### src/rtl/stack_bus_upstream_pe_cntl.sv
// PE-side upstream stack-bus controller.
// Buffers framed words, prepends a header and drives the upstream port.
module stack_bus_upstream_pe_cntl #(
    parameter int PE_ID      = 0,
    parameter int DATA_W     = 32,
    parameter int TAG_W      = 8,
    parameter int FIFO_DEPTH = 8
) (
    input  logic              clk,
    input  logic              reset_poweron,
    input  logic              std__stu__valid,
    input  logic [1:0]        std__stu__cntl,
    input  logic [DATA_W-1:0] std__stu__data,
    input  logic [TAG_W-1:0]  std__stu__tag,
    output logic              stu__std__ready,
    output logic              pe__sys__stack_upstream_valid,
    output logic [1:0]        pe__sys__stack_upstream_cntl,
    output logic [DATA_W-1:0] pe__sys__stack_upstream_data,
    input  logic              sys__pe__stack_upstream_ready,
    output logic [7:0]        stu__cfg__err_count,
    output logic [7:0]        stu__cfg__pkt_count
);

    localparam int AW = $clog2(FIFO_DEPTH);
    localparam int EW = 2 + TAG_W + DATA_W;

    localparam logic [1:0] C_MOD = 2'b00;
    localparam logic [1:0] C_SOD = 2'b01;
    localparam logic [1:0] C_EOD = 2'b10;
    localparam logic [1:0] C_SE  = 2'b11;

    localparam logic [0:0] IN_IDLE = 1'b0;
    localparam logic [0:0] IN_PKT  = 1'b1;

    localparam logic [1:0] S_IDLE = 2'd0;
    localparam logic [1:0] S_HDR  = 2'd1;
    localparam logic [1:0] S_BODY = 2'd2;

    // FIFO storage and occupancy
    logic [EW-1:0] mem [FIFO_DEPTH];
    logic [AW-1:0] wr_ptr;
    logic [AW-1:0] rd_ptr;
    logic [AW:0]   count;
    logic          full;
    logic          empty;
    logic          push;
    logic          pop;

    // Input side
    logic          rdy_en;
    logic          in_xfer;
    logic [0:0]    in_state;
    logic [0:0]    in_state_nxt;
    logic          accept;
    logic          err_inc;

    // Output side
    logic [1:0]        out_state;
    logic [1:0]        out_state_nxt;
    logic              out_valid;
    logic [1:0]        out_cntl;
    logic [DATA_W-1:0] out_data;
    logic              v_nxt;
    logic [1:0]        c_nxt;
    logic [DATA_W-1:0] d_nxt;
    logic              load;
    logic              eod_acc;
    logic [7:0]        pkt_count;
    logic [7:0]        pkt_nxt;
    logic [7:0]        err_count;

    // FIFO head fields
    logic [EW-1:0]     head;
    logic [1:0]        head_cntl;
    logic [TAG_W-1:0]  head_tag;
    logic [DATA_W-1:0] head_data;
    logic [7:0]        tag8;
    logic [31:0]       hdr32;

    assign full  = (count == (AW+1)'(FIFO_DEPTH));
    assign empty = (count == '0);

    assign stu__std__ready = rdy_en & ~full;
    assign in_xfer = std__stu__valid & stu__std__ready;

    assign head      = mem[rd_ptr];
    assign head_cntl = head[EW-1 -: 2];
    assign head_tag  = head[DATA_W +: TAG_W];
    assign head_data = head[DATA_W-1:0];

    assign load    = ~out_valid | sys__pe__stack_upstream_ready;
    assign eod_acc = out_valid & sys__pe__stack_upstream_ready & out_cntl[1];
    assign pkt_nxt = pkt_count + {7'd0, eod_acc};

    // The header of a packet that follows an EOD accepted this cycle
    // must already carry the incremented sequence number.
    assign tag8  = 8'(head_tag);
    assign hdr32 = {8'(PE_ID), tag8, pkt_nxt, 8'h00};

    assign pe__sys__stack_upstream_valid = out_valid;
    assign pe__sys__stack_upstream_cntl  = out_cntl;
    assign pe__sys__stack_upstream_data  = out_data;
    assign stu__cfg__err_count = err_count;
    assign stu__cfg__pkt_count = pkt_count;

    // Framing checker: decide push or drop for each accepted word
    always_comb begin
        accept       = 1'b0;
        err_inc      = 1'b0;
        in_state_nxt = in_state;
        if (in_xfer) begin
            if (in_state == IN_IDLE) begin
                unique case (std__stu__cntl)
                    C_SOD: begin
                        accept       = 1'b1;
                        in_state_nxt = IN_PKT;
                    end
                    C_SE:    accept  = 1'b1;
                    default: err_inc = 1'b1;
                endcase
            end else begin
                unique case (std__stu__cntl)
                    C_MOD: accept = 1'b1;
                    C_EOD: begin
                        accept       = 1'b1;
                        in_state_nxt = IN_IDLE;
                    end
                    default: err_inc = 1'b1;
                endcase
            end
        end
    end

    assign push = accept;

    // Checker state, ready enable and saturating error count
    always_ff @(posedge clk or negedge reset_poweron) begin
        if (!reset_poweron) begin
            in_state  <= IN_IDLE;
            rdy_en    <= 1'b0;
            err_count <= 8'd0;
        end else begin
            in_state <= in_state_nxt;
            rdy_en   <= 1'b1;
            if (err_inc && (err_count != 8'hFF)) begin
                err_count <= err_count + 8'd1;
            end
        end
    end

    // FIFO payload write; contents need no reset
    always_ff @(posedge clk) begin
        if (push) begin
            mem[wr_ptr] <= {std__stu__cntl, std__stu__tag, std__stu__data};
        end
    end

    // FIFO pointers and occupancy
    always_ff @(posedge clk or negedge reset_poweron) begin
        if (!reset_poweron) begin
            wr_ptr <= '0;
            rd_ptr <= '0;
            count  <= '0;
        end else begin
            if (push) begin
                wr_ptr <= wr_ptr + AW'(1);
            end
            if (pop) begin
                rd_ptr <= rd_ptr + AW'(1);
            end
            unique case ({push, pop})
                2'b10:   count <= count + (AW+1)'(1);
                2'b01:   count <= count - (AW+1)'(1);
                default: count <= count;
            endcase
        end
    end

    // Output FSM: header insertion and body forwarding
    always_comb begin
        out_state_nxt = out_state;
        pop           = 1'b0;
        v_nxt         = out_valid;
        c_nxt         = out_cntl;
        d_nxt         = out_data;
        if (load) begin
            v_nxt = 1'b0;
            unique case (out_state)
                S_IDLE: begin
                    if (!empty) begin
                        if (head_cntl[0]) begin
                            v_nxt         = 1'b1;
                            c_nxt         = C_SOD;
                            d_nxt         = DATA_W'(hdr32);
                            out_state_nxt = S_HDR;
                        end else begin
                            // stray continuation word: discard it
                            pop = 1'b1;
                        end
                    end
                end
                S_HDR: begin
                    if (!empty) begin
                        v_nxt = 1'b1;
                        pop   = 1'b1;
                        d_nxt = head_data;
                        if (head_cntl[1]) begin
                            c_nxt         = C_EOD;
                            out_state_nxt = S_IDLE;
                        end else begin
                            c_nxt         = C_MOD;
                            out_state_nxt = S_BODY;
                        end
                    end
                end
                S_BODY: begin
                    if (!empty) begin
                        v_nxt = 1'b1;
                        pop   = 1'b1;
                        d_nxt = head_data;
                        if (head_cntl == C_EOD) begin
                            c_nxt         = C_EOD;
                            out_state_nxt = S_IDLE;
                        end else begin
                            c_nxt = C_MOD;
                        end
                    end
                end
                default: out_state_nxt = S_IDLE;
            endcase
        end
    end

    // Output register, FSM state and packet sequence counter
    always_ff @(posedge clk or negedge reset_poweron) begin
        if (!reset_poweron) begin
            out_state <= S_IDLE;
            out_valid <= 1'b0;
            out_cntl  <= 2'b00;
            out_data  <= '0;
            pkt_count <= 8'd0;
        end else begin
            out_state <= out_state_nxt;
            out_valid <= v_nxt;
            out_cntl  <= c_nxt;
            out_data  <= d_nxt;
            pkt_count <= pkt_nxt;
        end
    end

endmodule

### config.mk
export PLATFORM = sky130hd
export DESIGN_NAME = stack_bus_upstream_pe_cntl
export DESIGN_NICKNAME = d
export VERILOG_FILES = /design/src/rtl/stack_bus_upstream_pe_cntl.sv
export SDC_FILE = /design/constraint.sdc
export NUM_CORES = 1
export LEC_CHECK = 0
export ABC_AREA = 1
export BUFFER_PORTS_ARGS = -buffer_cell sky130_fd_sc_hd__buf_2
export CAP_MARGIN = 30
export CELL_PAD_IN_SITES_DETAIL_PLACEMENT = 0
export CELL_PAD_IN_SITES_GLOBAL_PLACEMENT = 1
export CORE_MARGIN = 2
export CORE_UTILIZATION = 49
export DETAILED_ROUTE_END_ITERATION = 12
export PLACE_DENSITY = 0.89
export SLEW_MARGIN = 20
export SYNTH_ARGS = -nofsm -noshare
export SYNTH_HDL_FRONTEND = slang
export SYNTH_SLANG_ARGS = --single-unit
### constraint.sdc
create_clock -name clk -period 4.1 [get_ports clk]
set_input_delay 0.82 -clock clk [delete_from_list [all_inputs] [get_ports clk]]
set_output_delay 0.82 -clock clk [all_outputs]
set_load 0.02 [all_outputs]
* Word level (Yosys, flattened, before mapping)
Memories as Yosys holds them, arrays and structs flattened. Cells that the tools add are included.
Storage, ports and cells: bits in registers 65, input bits 46, bits in writable memories 336, memories 1, word-level logic and storage cells 92, output and inout port bits 52
Memory list:
- mem | depth 8, width 42, read ports 1, clocked after memory_dff 0, write ports 1, line 40 | logic [EW-1:0] mem [FIFO_DEPTH];
Cells by class: multiplexer cells 38, equal/unequal tests 16, reduce and logical (&&, ||, !) cells 13, $add $sub $neg 6, bitwise gates (word level) 7
Operators by type and width (count):
- 32-bit two-way mux | 3
- 32-bit one-hot mux with 2 select lines | 1
- 2-bit two-way mux | 10
- 1-bit two-way mux | 19
- 2-bit inequality test (second input constant) | 6
- 2-bit one-hot mux with 3 select lines | 2
- 6-bit AND reduction | 2
- 2-bit == test (second input constant) | 5
- 8-bit by 1-bit adder with 8-bit output | 1
- 8-bit by 1-bit adder with 8-bit output (second input constant) | 1
- 8-bit inequality test (second input constant) | 1
- 4-bit one-hot mux with 2 select lines | 1
- 3-bit by 1-bit adder with 3-bit output (second input constant) | 2
- 2-bit by 1-bit == test with 1-bit output (second input constant) | 3
- 2-bit OR reduction | 3
- 5-bit AND reduction | 1
- 4-bit by 1-bit adder with 4-bit output (second input constant) | 1
- 1-bit AND | 4
- 4-bit == test (second input constant) | 1
- 2-bit logical NOT | 2
- 4-bit logical NOT | 1
- 1-bit one-hot mux with 2 select lines | 2
- 2-bit nonzero test | 2
- 4-bit by 1-bit subtractor with 4-bit output (second input constant) | 1
- 4 further kinds | 5

* Logic depth before layout (Yosys ltp)
Gate-level depths: netlist (run 1).
word-level depth 7, mapped depth 16, gate-level depth less buffers 15

* Worst setup path before layout (run 1)
OpenSTA, ideal clock, no wires.
path kind input-to-reg, start input std__stu__cntl[0], end memory mem[0][0] (netlist name) (enable), path slack 0.410 ns, arrival time 3.248 ns, stages on the path 8, library setup time 0.441 ns, data required time 3.659 ns, path buffers 0, path through nand2_1 -> inv_1 -> nor2_1 -> inv_1 -> nor2_4 -> inv_2 -> or2_4 -> nor2_1
On the way: cells in the longest elaborated chain, start to end 7, elaborated cells on any way between the ends 12, classes of those cells eq/ne: 3; mux: 6; reduce/logical: 3
RTL lines:
- from (decl) | line 12 | input logic [1:0] std__stu__cntl,
- 2-bit == test, or another cell as far along | line 113 | unique case (std__stu__cntl)
- 2-bit OR reduction (no line)
- 1-bit two-way mux, on equally long branches | line 113, 122
- 1-bit two-way mux (*) | line 112 | if (in_state == IN_IDLE) begin
- 1-bit two-way mux (*) | line 111 | if (in_xfer) begin
- 1-bit two-way mux (*) | line 153 | if (push) begin
- 1-bit two-way mux (implied by the code) (*) | line 154 | mem[wr_ptr] <= {std__stu__cntl, std__stu__tag, std__stu__data};
- to (decl) | line 40
Mark *: on every way between the ends. The rest lies on a longest branch, timed or not.

* Final worst setup path (run 1)
start register rd_ptr[0], end register out_data[9] (netlist: pe__sys__stack_upstream_data[9])
On the way: cells in the longest elaborated chain, start to end 3, elaborated cells on any way between the ends 5, classes of those cells eq/ne: 1; mux: 2; reduce/logical: 1; memory: 1
RTL lines:
- from (decl) | line 42 | logic [AW-1:0] rd_ptr;
- from (signal assigned) | line 169 | rd_ptr <= rd_ptr + AW'(1);
- memory read 8 x 42 bit (*)
- 2-bit inequality test (no line) / 32-bit two-way mux (equally long branches)
- 5-bit AND reduction (no line) / 32-bit one-hot mux with 2 select lines (equally long branches)
- to (signal assigned) | line 246 | out_data <= d_nxt;
- to (decl) | line 62 | logic [DATA_W-1:0] out_data;
Mark *: on every way between the ends. The rest lies on a longest branch, timed or not. The select of a mux whose other input is x is not followed. A chain may end at the register's enable or synchronous reset.

==> run_results.csv, run 1 <==
group,metric,value,unit
run_status,status,"finished, final reports clean",
cts,clkSlewWorstSetupHoldPaths,0.06,ns
sta,fin_hold_ws,0.205,ns
synthesis,ys.warnings.count,0,
synthesis,synthArstFlopShare,0.162,
cts,cts.path.max_buffers,3,
sta,slew_headroom,0.388,
synthesis,syn_nets,1449,
setup_path,start_kind,"register",
synthesis,synthCells,1389,
die,fp.dieH,188,um
power,vdd_drop_max,0.000401,V
setup_path,cp_slowest_stage_delay,0.76,ns
setup_path,worstPathCellList,"inv_4 > buf_4 > buf_4 > nor2_1 > nor2_1 > o21ai_0 > nand2_1 > nor2_1 > o21ai_0 > nand2_1 > nand2_1",
sta,drv_slew,0,
synthesis,yosysTopAreaCell,"edfxtp_1",
sta,post-route-min-period,3.29,ns
cts,cts_setup_buffers,0,
die,row_count,67,
sta,finClkSkew,0.0238,ns
global_route,grt_max_degree,86,
setup_path,path_buf_inv,3,
layout,multi_input_area,4130,um2
power,p_leak,0.00705,uW
power,swShare,0.372,
synthesis,synth-edff-count,336,
sta,setup_violations,0,
drt,post_drt_wl_per_cell,18.4,um
global_route,antenna_found_initial,3,
power,clock_power_share,0.267,
global_route,grt_use_total,0.207,
sta,rsz0062_at_grt,"no",
power,power,13000,uW
die,initial_core_util,0.495,
synthesis,synth_flop_cell,"edfxtp_1",
power,power_density,696,nW/um2
layout,drive_above_1_share,0.137,
cts,cts_buffers,41,
die,dieWidth,188,um
cts,htreeDepth,2,
setup_path,critPathRequiredTime,4.58,ns
job,max-cap-violations,0,
synthesis,synth_top_area_share,0.611,
die,dieArea,35200,um2
die,core-area,33400,um2
synthesis,synth_area_per_cell,11.9,um2
sta,fin_setup_tns,0,ns
synthesis,syn_area,16500,um2
synthesis,ys_seq_area_frac,0.710,
min_path,holdCritPathClass,"in2async",
global_route,grt_pass1_vias,10300,
cts,ctsResizeCount,0,
sta,hold_violations,0,
layout,fill_cells,2772,
placed_design,place.gp.congestion,0.766,
synthesis,yosys-top-cells-area,"edfxtp_1 (61%), dfrtp_1 (9.9%), nor2_1 (6.1%)",
layout,final_net_count,1535,
sta,period_share,0.801,
drt,first_pass_iters,5,
global_route,gr-total-overflow,0,
sta,setup_ws,0.815,ns
layout,final_util,0.560,
sta,max_freq,304,MHz
sta,tightest_slew,0.918,ns
drt,wl,36000,um
power,intPower,8180,uW
power,switchingPower,4840,uW
setup_path,cp_slowest_cell,"dfrtp_4",
synthesis,ys_ff_latch,401,
setup_path,cp_max_fo,85,
synthesis,synth_commonest_cells,"edfxtp_1 (336), nor2_1 (269), nand2_1 (213)",
drt,vias,10600,
setup_path,cp_data_arrival_time,3.77,ns
power,power_frac_seq,0.399,
layout,final-seq-area,11700,um2
die,ios,98,
setup_path,critPathTopFamily,"buffers and inverters",
setup_path,ff2ff_setup_slack,0.81,ns
cts,root_buffer,"clkbuf_16",
setup_path,end_kind,"register",
synthesis,yosysMostFrequentCell,"edfxtp_1",
power,comb_power_share,0.333,
placed_design,dp_hpwl,20000,um
cts,hold_buffers,0,
drt,first_iter_violations,1076,
setup_path,crit_type,"reg2reg",
cts,cts_sinks,401,
placed_design,dp_slack,0.897,ns
cts,cts_tree,"done",
drt,via_per_inst,5.39,
drt,antenna_left,0,
placed_design,port-buffer-count,97,
global_route,grt_pass1_wl,57200,um
synthesis,ys_types,39,
layout,area_growth,13.3,%
cts,clk_latency,0.54,ns
drt,drc,0,
cell type report:
class,instances,share of cell area
sequential,401,0.627
multi-input combinational,851,0.221
clock buffer,57,0.0597
timing repair buffer,119,0.0418
tap,448,0.0300
inverter,61,0.0126
clock inverter,19,0.00790
antenna,1,0.000134
final timing paths:
kind	startpoint	end	depth (start not counted)
worst max register to register	rd_ptr[0]$_DFFE_PN0P_	pe__sys__stack_upstream_data[9]$_DFFE_PN0P_	11
min in group clk	pe__sys__stack_upstream_data[13]$_DFFE_PN0P_	pe__sys__stack_upstream_data[13]$_DFFE_PN0P_	2
worst min register to register	pe__sys__stack_upstream_data[13]$_DFFE_PN0P_	pe__sys__stack_upstream_data[13]$_DFFE_PN0P_	2
max in group asynchronous	reset_poweron	rd_ptr[0]$_DFFE_PN0P_	2
worst max-delay path	rd_ptr[0]$_DFFE_PN0P_	pe__sys__stack_upstream_data[9]$_DFFE_PN0P_	11
worst min-delay path	reset_poweron	pe__sys__stack_upstream_data[4]$_DFFE_PN0P_	1
metal layers:
metal  part of all wire  wire, um  global-route usage  up-vias
li1                   -         -                   -     5013
met1               0.43     15600               0.282     5110
met2               0.48     17300               0.344      363
met3              0.063      2260              0.0348       61
met4              0.023       830              0.0624        4
met5            0.00086        31                   0        -
kinds of logic (layout without fill, tap and decap cells):
family / count (synthesis) / count (layout) / share of synthesized area
adder cells (fa/ha/maj): 14 / 14 / 0.0111
buffers and inverters: 137 / 256 / 0.0439
AO/OA/AOI/OAI: 249 / 249 / 0.0848
flip-flops: 401 / 401 / 0.710
multiplexers: 1 / 1 / 0.000682
XOR/XNOR: 18 / 18 / 0.00955
other: 1 / 2 / 0.000227
AND/OR/NAND/NOR: 568 / 568 / 0.140
stage by stage:
stage | instance area [um2] | cells
2_1_floorplan | 16500 | 1389
3_3_place_gp | 17400 | 1877
3_5_place_dp | 17400 | 1879
4_1_cts | 18700 | 1955
5_1_grt | 18700 | 1957
6_report | 18700 | 1957
power by group through the flow:
| stage | clock, uW | sequential (uW) | combinational [uW] |
|---|---|---|---|
| after global placement | 0 | 5270 | 4210 |
| after global routing | 3700 | 5250 | 4890 |
| after CTS | 3520 | 5200 | 4370 |
| after floorplan | 0 | 5300 | 3210 |
| after detailed placement | 0 | 5280 | 4350 |
| final | 3480 | 5200 | 4340 |
cell usage in the layout (no fill, tap or decap), drive strengths merged:
cell,netlist,routed
clkinv,1,16
conb,1,1
nor2,270,270
nand4,2,2
nand2,216,216
nor4,1,1
fa,1,1
o22ai,6,6
nor3,5,5
nand3,71,71
or2,3,3
dfrtp,65,65
mux2,1,1
ha,13,13
a21oi,10,10
clkinvlp,0,1
o21ai,176,176
o211ai,55,55
buf,58,119
xor2,16,16
a31oi,2,2
xnor2,2,2
edfxtp,336,336
clkbuf,18,57
inv,60,62
bufinv,0,1
diode,0,1
flip-flops by register name, summed over array words and instances, names as in the netlist:
signal,count
out_state,2
pe__sys__stack_upstream_data,32
count,4
stu__cfg__err_count,8
pe__sys__stack_upstream_valid,1
stu__cfg__pkt_count,8
wr_ptr,3
rd_ptr,3
rdy_en,1
in_state,1
pe__sys__stack_upstream_cntl,2
mem,336
Note: power is estimated with default switching activity, not from simulation.
==> run 2: changes to the inputs <==
ABC_AREA = 0   (was 1)
CORE_UTILIZATION = 50   (was 49)
PLACE_DENSITY = 0.85   (was 0.89)
clock period = 3.4 ns   (was 4.1 ns; I/O delays follow)
==> run 2 against run 1 <==
  * Clock power up 14%
  * Die area down 7.0%
  * Non-clock buffer count grew 1
  * Register-to-register slack got worse by 0.34 ns
==> run_results.csv, run 2 <==
group,metric,value,unit
global_route,antenna_found_initial,6,
drt,antenna_left,0,
drt,vias,7510,
power,p_leak,0.00630,uW
drt,first_pass_iters,5,
synthesis,synth-edff-count,336,
drt,first_iter_violations,776,
layout,multi_input_area,3760,um2
setup_path,cp_slowest_stage_delay,0.52,ns
die,dieWidth,181,um
drt,via_per_inst,5.78,
setup_path,critPathRequiredTime,3.80,ns
cts,ctsResizeCount,0,
power,power_frac_seq,0.411,
layout,stdcell_count,1300,
sta,setup_violations,0,
synthesis,synthArstFlopShare,0.162,
synthesis,synth_flop_cell,"edfxtp_1",
power,comb_power_share,0.322,
layout,area_growth,14.7,%
sta,post-route-min-period,2.92,ns
setup_path,end_kind,"register",
synthesis,ys_types,41,
die,core-area,30700,um2
layout,final_common_cell,"edfxtp_1",
synthesis,ys_ff_latch,401,
layout,largest-register,"mem",
die,initial_core_util,0.510,
power,swShare,0.308,
setup_path,start_kind,"register",
cts,cts.path.max_buffers,3,
synthesis,synth_commonest_cells,"edfxtp_1 (336), mux4_2 (92), dfrtp_1 (65)",
synthesis,ys_seq_area_frac,0.749,
power,power,14900,uW
power,intPower,10300,uW
sta,hold_violations,0,
synthesis,yosysMostFrequentCell,"edfxtp_1",
power,switchingPower,4590,uW
cts,cts_tree,"done",
synthesis,ys.warnings.count,0,
cts,root_buffer,"clkbuf_16",
placed_design,port-buffer-count,97,
layout,fill_cells,2178,
synthesis,syn_area,15600,um2
setup_path,worstPathCellList,"mux4_2 > mux2i_1 > a21oi_1 > nor2b_1 > ha_1 > ha_1 > a21o_1 > a21oi_1 > xnor2_1 > nor2_1 > xor2_1",
power,vdd_drop_max,0.000552,V
placed_design,dpl_cell_area,16800,um2
layout,final-seq-area,11700,um2
placed_design,dp_hpwl,17000,um
job,max-cap-violations,0,
cts,hold_buffers,0,
drt,wl,30600,um
layout,final_area,17900,um2
global_route,grt_use_total,0.191,
cts,cts_buffers,39,
cts,htreeDepth,2,
cts,clk_latency,0.52,ns
setup_path,cp_slowest_cell,"mux4_2",
global_route,gr-total-overflow,0,
power,power_density,831,nW/um2
layout,final_util,0.585,
setup_path,ff2ff_setup_slack,0.48,ns
synthesis,syn_nets,805,
die,row_count,64,
cts,clkSlewWorstSetupHoldPaths,0.06,ns
global_route,grt_max_degree,82,
global_route,grt_pass1_wl,47300,um
setup_path,cp_data_arrival_time,3.33,ns
sta,drv_slew,0,
sta,tightest_slew,0.821,ns
setup_path,cp_max_fo,5,
run_status,status,"finished, final reports clean",
layout,layout_common_cells,"edfxtp_1 (336), buf_2 (97), mux4_2 (92)",
placed_design,place.gp.congestion,0.760,
synthesis,synthCells,745,
layout,final_net_count,931,
synthesis,synth_area_per_cell,21.0,um2
die,ios,98,
sta,rsz0062_at_grt,"no",
setup_path,crit_type,"reg2reg",
sta,slew_headroom,0.452,
sta,finClkSkew,0.0182,ns
synthesis,synth_top_area_share,0.645,
sta,period_share,0.860,
die,fp.dieH,181,um
drt,drc,0,
layout,drive_above_1_share,0.331,
die,dieArea,32700,um2
power,clock_power_share,0.267,
sta,max_freq,342,MHz
cts,cts_sinks,401,
synthesis,yosys-top-cells-area,"edfxtp_1 (64%), mux4_2 (13%), dfrtp_1 (10%)",
layout,largest_reg_flops,336,
synthesis,yosysTopAreaCell,"edfxtp_1",
placed_design,dp_cells,1226,
drt,post_drt_wl_per_cell,23.5,um
cts,cts_setup_buffers,0,
min_path,holdCritPathClass,"in2async",
global_route,grt_pass1_vias,7909,
[run 2: changes by cell type in the layout (fill, tap and decap cells not counted), moves of 28 or more]
cell,delta
nor2_1,-250
nand2_1,-195
o21ai_0,-124
mux4_2,+92
nand3_1,-65
o211ai_1,-55
inv_1,-48
o21ai_1,-28
[run 2: power by group through the flow]
stage                     combinational, uW  sequential [uW]  clock (uW)
final                                  4800             6130        3980
after detailed placement               4810             6220           0
after global routing                   5180             6190        4270
after CTS                              4860             6130        4060
after global placement                 4740             6210           0
after floorplan                        3410             6400           0
[run 2: kinds of logic after synthesis]
family	synth area share
AO/OA/AOI/OAI	0.0250
XOR/XNOR	0.0118
adder cells (fa/ha/maj)	0.0117
buffers and inverters	0.0150
flip-flops	0.749
multiplexers	0.167
other	0.000240
AND/OR/NAND/NOR	0.0203
[run 2: path summary, 6_finish.rpt]
kind                                                                      to  depth (start not counted)                          startpoint
worst max-delay path                                    count[3]$_DFFE_PN0P_                         11               rd_ptr[0]$_DFFE_PN0P_
max in group asynchronous       pe__sys__stack_upstream_data[16]$_DFFE_PN0P_                          2                       reset_poweron
worst min register to register            stu__cfg__err_count[5]$_DFFE_PN0P_                          1  stu__cfg__err_count[5]$_DFFE_PN0P_
min in group clk                   pe__sys__stack_upstream_valid$_DFFE_PN0P_                          2       sys__pe__stack_upstream_ready
worst min-delay path                      stu__cfg__err_count[5]$_DFFE_PN0P_                          1                       reset_poweron
worst max register to register                          count[3]$_DFFE_PN0P_                         11               rd_ptr[0]$_DFFE_PN0P_
[run 2: metrics by stage]
step | hold WS, ns | setup WS (ns) | setup TNS [ns]
2_1_floorplan | 0.384 | -0.152 | -30.40
3_3_place_gp | 0.475 | 0.444 | 0
5_1_grt | 0.148 | 0.232 | 0
3_5_place_dp | 0.479 | 0.370 | 0
6_report | 0.119 | 0.475 | 0
4_1_cts | 0.131 | 0.451 | 0
[run 2: area by class of cell]
cell class / count / share of cell area
antenna: 3 / 0.000418
tap: 396 / 0.0276
multi-input combinational: 300 / 0.210
sequential: 401 / 0.653
clock inverter: 14 / 0.00579
clock buffer: 57 / 0.0598
timing repair buffer: 120 / 0.0415
inverter: 9 / 0.00188
[run 2: per-layer routing]
| metal | global-route usage | routed length (um) | part of all wire |
|---|---|---|---|
| met1 | 0.257 | 12700 | 0.41 |
| met2 | 0.322 | 15600 | 0.51 |
| met3 | 0.0343 | 1710 | 0.056 |
| met4 | 0.0539 | 598 | 0.020 |
| met5 | 0 | 38 | 0.0012 |
[run 2: critical path: cells and delay by family (launching register included)]
family,cells,cell delay (ns)
AND/OR/NAND/NOR,2,0.32
XOR/XNOR,2,0.28
AO/OA/AOI/OAI,3,0.47
adder cells (fa/ha/maj),2,0.48
multiplexers,2,0.78
flip-flops,1,0.48
==> run 3: changes to the inputs <==
REMOVE_ABC_BUFFERS = 1   (was unset)
clock period = 3.15 ns   (was 3.4 ns; I/O delays follow)
==> run 3 against run 2 <==
  * Largest cell class unchanged
  * Die area stayed put
  * Via count is 1.2% lower
  * Maximum frequency is 0.16% higher
  * Critical endpoint unchanged
  * Flip-flop and latch count stayed put
  * Non-clock buffer count is 3 lower
  * Clock power is 14% higher
  * Critical path depth stayed put
  * Setup slack worse by 0.25 ns
  * Sequential power is 7.2% higher
  * Combinational power is 6.7% higher
  * Worst hold slack worse by 0.077 ns
  * Critical path type unchanged
  * Wire length is 3.4% lower
==> run_results.csv, run 3 (same netlist as run 2, synthesis figures left out) <==
group,metric,value,unit
run_status,status,"finished, final reports clean",
die,dieArea,32700,um2
cts,clkSlewWorstSetupHoldPaths,0.06,ns
layout,layout_common_cells,"edfxtp_1 (336), buf_2 (96), mux4_2 (92)",
sta,fin_setup_tns,0,ns
sta,rsz0062_at_grt,"no",
sta,period_share,0.927,
die,fp.dieH,181,um
placed_design,port-buffer-count,97,
sta,fin_hold_ws,0.0422,ns
sta,slew_headroom,0.472,
cts,clk_latency,0.53,ns
layout,final_area,18000,um2
cts,cts.path.max_buffers,3,
sta,setup_violations,0,
setup_path,cp_max_fo,3,
drt,first_iter_violations,629,
global_route,grt_use_total,0.184,
layout,final_common_cell,"edfxtp_1",
placed_design,place.gp.congestion,0.727,
drt,via_per_inst,5.72,
layout,final_util,0.588,
sta,setup_ws,0.230,ns
cts,cts_setup_buffers,0,
sta,drv_slew,0,
global_route,grt_max_degree,84,
drt,vias,7422,
placed_design,dpl_cell_area,16800,um2
sta,tightest_slew,0.792,ns
sta,finClkSkew,0.0191,ns
power,vdd_drop_max,0.000558,V
cts,htreeDepth,2,
layout,area_growth,15.3,%
global_route,antenna_found_initial,4,
power,p_leak,0.00633,uW
layout,largest_reg_flops,336,
drt,wl,29500,um
layout,drive_above_1_share,0.328,
cts,root_buffer,"clkbuf_16",
setup_path,critPathRequiredTime,3.55,ns
die,row_count,64,
placed_design,dp_slack,0.224,ns
layout,final_net_count,928,
placed_design,dp_hpwl,15900,um
drt,post_drt_wl_per_cell,22.8,um
setup_path,crit_type,"reg2reg",
sta,max_freq,342,MHz
die,dieWidth,181,um
job,max-cap-violations,0,
cts,cts_buffers,39,
cts,cts_tree,"done",
global_route,grt_pass1_vias,7787,
setup_path,cp_data_arrival_time,3.32,ns
setup_path,ff2ff_setup_slack,0.23,ns
layout,largest-register,"mem",
sta,hold_violations,0,
sta,post-route-min-period,2.92,ns
min_path,holdCritPathClass,"in2async",
die,initial_core_util,0.510,
cts,hold_buffers,0,
die,core-area,30700,um2
drt,first_pass_iters,5,
die,ios,98,
power,power_density,899,nW/um2
setup_path,start_kind,"register",
cts,cts_sinks,401,
layout,fill_cells,2187,
global_route,grt_pass1_wl,46200,um
cts,ctsResizeCount,0,
setup_path,end_kind,"register",
global_route,gr-total-overflow,0,
drt,antenna_left,0,
drt,drc,0,
## run 3: metal layers
layer  GRT usage  part of all wire  up-vias
met2       0.304              0.50      260
met1       0.253              0.41     3796
li1            -                 -     3306
met4      0.0526             0.021        4
met3      0.0367             0.068       56
met5           0           0.00078        -
## run 3: metrics by stage
step           instances  total power [uW]
2_1_floorplan        710             10600
3_3_place_gp        1222             11800
3_5_place_dp        1222             11900
4_1_cts             1294             16400
5_1_grt             1296             17000
6_report            1297             16200
## run 3: report_power, final
group	switching [uW]	internal, uW
Combinational	2710	2410
Sequential	284	6290
Clock	1860	2660
## run 3: area by class of cell
cell class,instances,area (um2),share of cell area
Sequential cell,401,11700,0.650
Multi-Input combinational cell,300,3750,0.208
Clock buffer,56,1090,0.0605
Timing Repair Buffer,117,776,0.0430
Tap cell,396,495,0.0275
Clock inverter,16,160,0.00888
Inverter,9,33.8,0.00187
Antenna cell,2,5.00,0.000277
## run 3: critical path: stages (launching register included)
cell	delay (ns)
dfrtp_4	0.45
mux4_2	0.51
mux2i_1	0.24
a21oi_1	0.12
nor2b_1	0.31
ha_1	0.26
ha_1	0.24
a21o_1	0.15
a21oi_1	0.18
xnor2_1	0.14
nor2_1	0.06
xor2_1	0.14
## run 3: final timing paths
check / start / to / cells past startpoint
hold reg to reg: stu__cfg__pkt_count[7]$_DFF_PN0_ / stu__cfg__pkt_count[7]$_DFF_PN0_ / 1
setup / recovery: rd_ptr[0]$_DFFE_PN0P_ / count[3]$_DFFE_PN0P_ / 11
max in group asynchronous: reset_poweron / rd_ptr[1]$_DFFE_PN0P_ / 2
setup reg to reg: rd_ptr[0]$_DFFE_PN0P_ / count[3]$_DFFE_PN0P_ / 11
min in group clk: sys__pe__stack_upstream_ready / pe__sys__stack_upstream_valid$_DFFE_PN0P_ / 2
hold / removal: reset_poweron / count[0]$_DFFE_PN0P_ / 1
